File: src/rtl/nios_system_sysinfo_pkg.sv
// Shared register map, version constant and helpers for the system-information slave.
package nios_system_sysinfo_pkg;

    localparam int REG_ID        = 0;
    localparam int REG_TIMESTAMP = 1;
    localparam int REG_UPTIME_LO = 2;
    localparam int REG_UPTIME_HI = 3;
    localparam int REG_SCRATCH   = 4;
    localparam int REG_CAPS      = 5;
    localparam int REG_CONTROL   = 6;
    localparam int REG_RESERVED  = 7;
    localparam int REG_USER_BASE = 8;

    localparam logic [7:0] VERSION      = 8'd2;
    localparam int         CTRL_CLR_BIT = 0;

    function automatic logic [31:0] merge_bytes(input logic [31:0] old_word,
                                                input logic [31:0] new_word,
                                                input logic [3:0]  be);
        logic [31:0] result;
        result = old_word;
        for (int b = 0; b < 4; b++) begin
            if (be[b]) result[8*b +: 8] = new_word[8*b +: 8];
        end
        return result;
    endfunction

endpackage

File: src/rtl/nios_system_sysinfo_uptime.sv
// Free-running 64-bit uptime counter with synchronous clear and a high-word snapshot
// taken whenever the low word is read, so LO-then-HI reads form a coherent pair.
module nios_system_sysinfo_uptime
    import nios_system_sysinfo_pkg::*;
(
    input  logic        clock,
    input  logic        reset,
    input  logic        clear,
    input  logic        snap,
    output logic [31:0] count_lo,
    output logic [31:0] snapshot
);

    logic [63:0] count_d,    count_q;
    logic [31:0] snapshot_d, snapshot_q;

    // NOTE: every variable assigned in always_comb gets a default first so no latch is inferred.
    always_comb begin
        count_d    = count_q + 64'd1;
        snapshot_d = snapshot_q;
        if (clear) count_d    = '0;
        if (snap)  snapshot_d = count_q[63:32];
    end

    // NOTE: sequential state uses non-blocking assignments so all flops update from pre-edge values.
    always_ff @(posedge clock) begin
        if (reset) begin
            count_q    <= '0;
            snapshot_q <= '0;
        end else begin
            count_q    <= count_d;
            snapshot_q <= snapshot_d;
        end
    end

    assign count_lo = count_q[31:0];
    assign snapshot = snapshot_q;

endmodule

File: src/rtl/nios_system_sysinfo.sv
// Avalon-MM system-information slave: ID, timestamp, uptime, scratch, capabilities
// and live user status words behind a one-cycle registered read path.
module nios_system_sysinfo
    import nios_system_sysinfo_pkg::*;
#(
    parameter logic [31:0] SYSTEM_ID  = 32'h0000_0000,
    parameter logic [31:0] TIMESTAMP  = 32'h5A2D_5BB2,
    parameter int          ADDR_WIDTH = 4,
    parameter int          NUM_USER   = 4,
    localparam int         USER_W     = (NUM_USER > 0) ? 32 * NUM_USER : 32
) (
    input  logic                  clock,
    input  logic                  reset,
    input  logic [ADDR_WIDTH-1:0] address,
    input  logic                  read,
    input  logic                  write,
    input  logic [31:0]           writedata,
    input  logic [3:0]            byteenable,
    output logic [31:0]           readdata,
    output logic                  readdatavalid,
    input  logic [USER_W-1:0]     user_status
);

    localparam logic [31:0] CAPS_WORD = {VERSION, 8'(NUM_USER), 8'(ADDR_WIDTH), 8'h00};

    logic [31:0] addr_idx;
    logic        rd_accept;
    logic        uptime_clear;
    logic        uptime_snap;
    logic [31:0] uptime_lo;
    logic [31:0] uptime_hi_snap;
    logic [31:0] rd_mux;

    logic [31:0] scratch_d,       scratch_q;
    logic [31:0] readdata_d,      readdata_q;
    logic        readdatavalid_d, readdatavalid_q;

    assign addr_idx  = 32'(address);
    // A simultaneous write wins; the read is dropped entirely.
    assign rd_accept    = read & ~write;
    assign uptime_clear = write && (addr_idx == REG_CONTROL) && writedata[CTRL_CLR_BIT];
    assign uptime_snap  = rd_accept && (addr_idx == REG_UPTIME_LO);

    nios_system_sysinfo_uptime u_uptime (
        .clock    (clock),
        .reset    (reset),
        .clear    (uptime_clear),
        .snap     (uptime_snap),
        .count_lo (uptime_lo),
        .snapshot (uptime_hi_snap)
    );

    always_comb begin
        rd_mux = '0;
        case (addr_idx)
            REG_ID:        rd_mux = SYSTEM_ID;
            REG_TIMESTAMP: rd_mux = TIMESTAMP;
            REG_UPTIME_LO: rd_mux = uptime_lo;
            REG_UPTIME_HI: rd_mux = uptime_hi_snap;
            REG_SCRATCH:   rd_mux = scratch_q;
            REG_CAPS:      rd_mux = CAPS_WORD;
            default: begin
                for (int k = 0; k < NUM_USER; k++) begin
                    if (addr_idx == 32'(REG_USER_BASE + k)) rd_mux = user_status[32*k +: 32];
                end
            end
        endcase
    end

    always_comb begin
        scratch_d       = scratch_q;
        readdata_d      = readdata_q;
        readdatavalid_d = rd_accept;
        if (write && (addr_idx == REG_SCRATCH)) scratch_d = merge_bytes(scratch_q, writedata, byteenable);
        if (rd_accept) readdata_d = rd_mux;
    end

    always_ff @(posedge clock) begin
        if (reset) begin
            scratch_q       <= '0;
            readdata_q      <= '0;
            readdatavalid_q <= 1'b0;
        end else begin
            scratch_q       <= scratch_d;
            readdata_q      <= readdata_d;
            readdatavalid_q <= readdatavalid_d;
        end
    end

    assign readdata      = readdata_q;
    assign readdatavalid = readdatavalid_q;

endmodule

File: config.mk
export PLATFORM = sky130hd
export DESIGN_NAME = nios_system_sysinfo
export DESIGN_NICKNAME = d
export VERILOG_FILES = /design/src/rtl/nios_system_sysinfo_pkg.sv /design/src/rtl/nios_system_sysinfo_uptime.sv /design/src/rtl/nios_system_sysinfo.sv
export SDC_FILE = /design/constraint.sdc
export NUM_CORES = 1
export LEC_CHECK = 0
export ABC_AREA = 1
export CAP_MARGIN = 20
export CORE_ASPECT_RATIO = 0.6
export CORE_MARGIN = 4
export CORE_UTILIZATION = 46
export CTS_CLUSTER_SIZE = 25
export DETAILED_ROUTE_END_ITERATION = 12
export PLACE_DENSITY = 0.78
export SYNTH_ARGS = -nofsm -noshare
export SYNTH_HDL_FRONTEND = slang
export SYNTH_SLANG_ARGS = --single-unit
File: constraint.sdc
create_clock -name clock -period 1.96 [get_ports clock]
set_clock_uncertainty 0.2 [all_clocks]
set_input_delay 0.392 -clock clock [delete_from_list [all_inputs] [get_ports clock]]
set_output_delay 0.392 -clock clock [all_outputs]
set_load 0.03 [all_outputs]
After elaboration in Yosys (flattened, before gate mapping)
Cells that the tools add are included.

word-level totals
  word-level logic and storage cells = 36
  register bits = 161
  input port bits = 172

cells by class
  reduce and logical (&&, ||, !) cells = 10
  add/subtract/negate cells = 1
  bitwise gates (word level) = 2
  eq/ne operators = 10
  multiplexer cells = 5

operators by type and width
  cell                                                                    count
  32-bit case mux with 6 select lines                                     1
  32-bit two-way mux                                                      4
  64-bit by 1-bit adder with 64-bit output (second input constant)        1
  32-bit zero test                                                        1
  4-bit equality test (second input constant)                             4
  4-bit by 3-bit equality test with 1-bit output (second input constant)  3
  4-bit by 2-bit equality test with 1-bit output (second input constant)  2
  2-bit AND reduction                                                     4
  4-bit by 1-bit equality test with 1-bit output (second input constant)  1
  1-bit logical AND                                                       4
  2-bit OR reduction                                                      1
  1-bit bitwise AND                                                       1
  1-bit inverter                                                          1

Longest topological paths before layout
  word-level depth = 6
  mapped depth = 11

Modules after synthesis
Synthesis repeated with hierarchy kept, for this count alone.

second synthesis, totals
  cell total of the unflattened synthesis = 1,617
  area total of the unflattened synthesis = 9,833.2 um^2

by module, submodules not included
  module                      instances  cells each  area each (um^2)
  nios_system_sysinfo_uptime  1          806         5,147.4
  nios_system_sysinfo         1          811         4,685.7

Worst setup path after synthesis
No wires, ideal clock.

  path type = register to register
  start point = register u_uptime.count_q[0]
  end point = register u_uptime.count_q[32]
  cell stages (with the launch flop) = 10
  data arrival time = 1.610 ns
  path buffers = 1
  period minus slack after synthesis = 1.881 ns
  setup slack = 0.079 ns
  cell sequence = dfxtp_1 ha_1 buf_2 nand3_2 inv_2 nand2_1 nor2_1 nand2_1 or2_0 a21oi_1

between the ends
  longest elaborated chain between the ends = 1

ends and longest elaborated chain
  what                                      line                              text
  from (decl)                               nios_system_sysinfo_uptime.sv:14  logic [63:0] count_d, count_q;
  from (signal assigned)                    nios_system_sysinfo_uptime.sv:31  count_q <= count_d;
  64-bit by 1-bit adder with 64-bit output  nios_system_sysinfo_uptime.sv:19  count_d = count_q + 64'd1;

No other way between the ends.
A chain may end at the register's enable or synchronous reset.

Worst setup path after layout
  start point = input port address[2]
  end point = register scratch_q[10]

between the ends
  longest elaborated chain between the ends = 3

ends and longest elaborated chain
  what                                            line                       text
  from (decl)                                     nios_system_sysinfo.sv:14  input logic [ADDR_WIDTH-1:0] address,
  4-bit by 3-bit equality test with 1-bit output  nios_system_sysinfo.sv:74  if (write && (addr_idx == REG_SCRATCH)) scratch_d = merge_bytes(scratch_q, writedata, byteenable);
  1-bit logical AND                               nios_system_sysinfo.sv:74
  2-bit AND reduction (no line)                   --
  to (signal assigned)                            nios_system_sysinfo.sv:84  scratch_q <= scratch_d;
  to (decl)                                       nios_system_sysinfo.sv:34  logic [31:0] scratch_d, scratch_q;

No other way between the ends.

==> impl_metrics.tcl <==
set metrics [dict create \
    switching_power_mw 2.06 \
    hold_viol_final 0 \
    combPwrFrac_pct 13.5 \
    cts_buffers 17 \
    routed_wl_um 36500 \
    setup_viol 0 \
    setup_tns_ps 0 \
    max_stage_delay_ps 520 \
    grtUsageTotal_pct 33.4 \
    internal_power_mw 5.69 \
    gp_congestion 1.03 \
    worstSkewPairLatency_ps 440 \
    numPortBuffers 204 \
    start_kind "input port" \
    final_cell_mix "373 x nand2_1, 220 x nor2_1, 170 x nand3_1" \
    setup_ws_ps 67.1 \
    drc 0 \
    cpMostUsedCell "nor2_4" \
    whs_ps 245 \
    fin_util_pct 69.9 \
    rows 38 \
    async_flop_share_pct 0 \
    synth_edf_count 0 \
    viasPerCell 5.42 \
    clockBufferDepth 2 \
    dp_slack_ps -512 \
    synth_seq_area_share_pct 36.9 \
    period_minus_slack_ps 1890 \
    maxSlewHeadroom_pct 67.3 \
    status "completed" \
    avgSynthCellArea_um2 6.09 \
    maxCapViolations 0 \
    fin_crit_sh_pct 96.6 \
    wire_per_inst_um 18.3 \
    power_density_nw_per_um2 604 \
    endpoint_kind "register" \
    grt_pass1_wl_um 54700 \
    arrival_ps 2020 \
    max_freq_mhz 528 \
    die_area_um2 21300 \
    vdd_drop_max_v 0.000665 \
    drv_slew 0 \
    yosysWarnings 0 \
    synth-seq-cells 161 \
    dr.pass1.iters 7 \
    start_util_pct 47.5 \
    tightest_slew_ps 490 \
    antennaDiodeCount 0 \
    synth_ff_type "dfxtp_1" \
    crit_path_max_fanout 14 \
    grt_max_degree 63 \
    postLayoutCellArea_um2 12800 \
    grt_pass1_vias 9942 \
    swShare_pct 26.6 \
    antenna_left 0 \
    fin_nets 1918 \
    final_common_cell "nand2_1" \
    critPathSlowestCell "clkdlybuf4s50_1" \
    required_ps 2080 \
    syn-num-nets 1605 \
    dr_total_vias 10800 \
    cts_htree_levels 4 \
    fp.coreArea_um2 18400 \
    worstPathCellList "clkdlybuf4s50_1, inv_2, nor2_4, nand2_2, nor2_4, buf_12, nand2_1, buf_4, o21ai_1, a21oi_1" \
    drive_gt1_share_pct 14.7 \
    hp-class "input port to register" \
    power_mw 7.75 \
    syn_inst 1432 \
    yosysUniqueCellTypes 28 \
    dpl.hpwl_um 29300 \
    ioPinCount 205 \
    cts_num_sinks 161 \
    grt_overflow_total 0 \
    die_w_um 186 \
    syn_area_um2 8720 \
    p_leak_nw 4.76 \
    crit_type "input port to register" \
    place_area_um2 12100 \
    instances_no_fill 1998 \
    antenna_found_initial 0 \
    clk_transition_reported_paths_ps 70 \
    synthToLayoutAreaGrowth_pct 47.1 \
    die_y_um 115 \
    clockRootBuffer "clkbuf_16" \
    dp.cells 1962 \
    drt_iter0_markers 1114 \
    clkPwrFrac_pct 43.2 \
    cts_tree "done" \
    rsz0062_at_grt "false" \
    seqPwrFrac_pct 43.3 \
]
==> critical path: cells and delay by family <==
kind / cells / cell delay (ps)
buffers and inverters: 4 / 940
AND/OR/NAND/NOR: 4 / 440
AO/OA/AOI/OAI: 2 / 230
==> what timing repair did <==
action,CTS,global route
resized for setup,37,62
cloned,0,1
setup endpoints to repair,44,70
hold endpoints to repair,0,0
setup buffers,0,3
pin swaps,0,3
hold buffers,0,0
==> per-layer routing <==
layer,wire (µm),vias up,part of all wire [%],global-route usage [%]
li1,-,5260,-,-
met3,5200,56,14,15.0
met2,14400,542,40,46.8
met4,594,0,1.6,5.73
met5,0,-,0,0
met1,16300,4974,45,47.8
==> area by class of cell <==
class,instances,area [µm²]
fill,1578,5520
multi-input combinational,1082,4860
timing repair buffer,355,3340
sequential,161,3250
inverter,128,488
clock buffer,18,439
tap,240,300
clock inverter,14,149
==> cell families (layout without fill, tap and decap cells) <==
group	after synthesis	after routing	share of synthesized area (%)
and+or+nand+nor	847	847	40.5
buffers and inverters	189	515	8.61
xor gates and xnor gates	5	5	0.502
AOI/OAI and AO/OA	229	229	13.3
DFF	161	161	36.9
adders and majority gates	1	1	0.143
==> power by group through the flow <==
stage | clock network, mW | logic [mW] | registers [mW]
floorplan | 0 | 0.317 | 3.52
global placement | 0 | 1.03 | 3.43
detailed placement | 0 | 1.05 | 3.44
CTS | 3.37 | 1.02 | 3.36
global route | 3.53 | 1.12 | 3.36
finish | 3.35 | 1.04 | 3.36
==> synth_stat cells (4+ instances only) <==
master    instances  share of area [%]
nand2_1         382                 16
nor2_1          239                 10
nand3_1         170                9.8
a21oi_1         161                9.2
dfxtp_1         161                 37
inv_1           124                5.3
o21ai_0          56                3.2
clkbuf_1         35                1.5
nand4_1          25                1.8
buf_2            18                1.0
nor3_1           12               0.69
o21ai_1           8               0.46
nor2_2            6               0.43
buf_1             5               0.22
inv_2             4               0.17
or2_0             4               0.29
==> state kept, by name, indices dropped and copies added, names as in the netlist <==
signal	cells
u_uptime.count_q	64
readdata	32
scratch_q	32
u_uptime.snapshot	32
readdatavalid	1
==> path summary, 6_finish.rpt <==
kind / start / to / slack, ps / depth (start not counted)
worst max-delay path: address[2] / scratch_q[10]$_SDFFE_PP0P_ / 70 / 10
worst min-delay path: reset / scratch_q[19]$_SDFFE_PP0P_ / 250 / 3
worst max register to register: u_uptime.count_q[0]$_SDFF_PP0_ / u_uptime.count_q[39]$_SDFF_PP0_ / 80 / 8
worst min register to register: scratch_q[31]$_SDFFE_PP0P_ / scratch_q[31]$_SDFFE_PP0P_ / 260 / 2
Note: power is estimated with default switching activity, not from simulation.
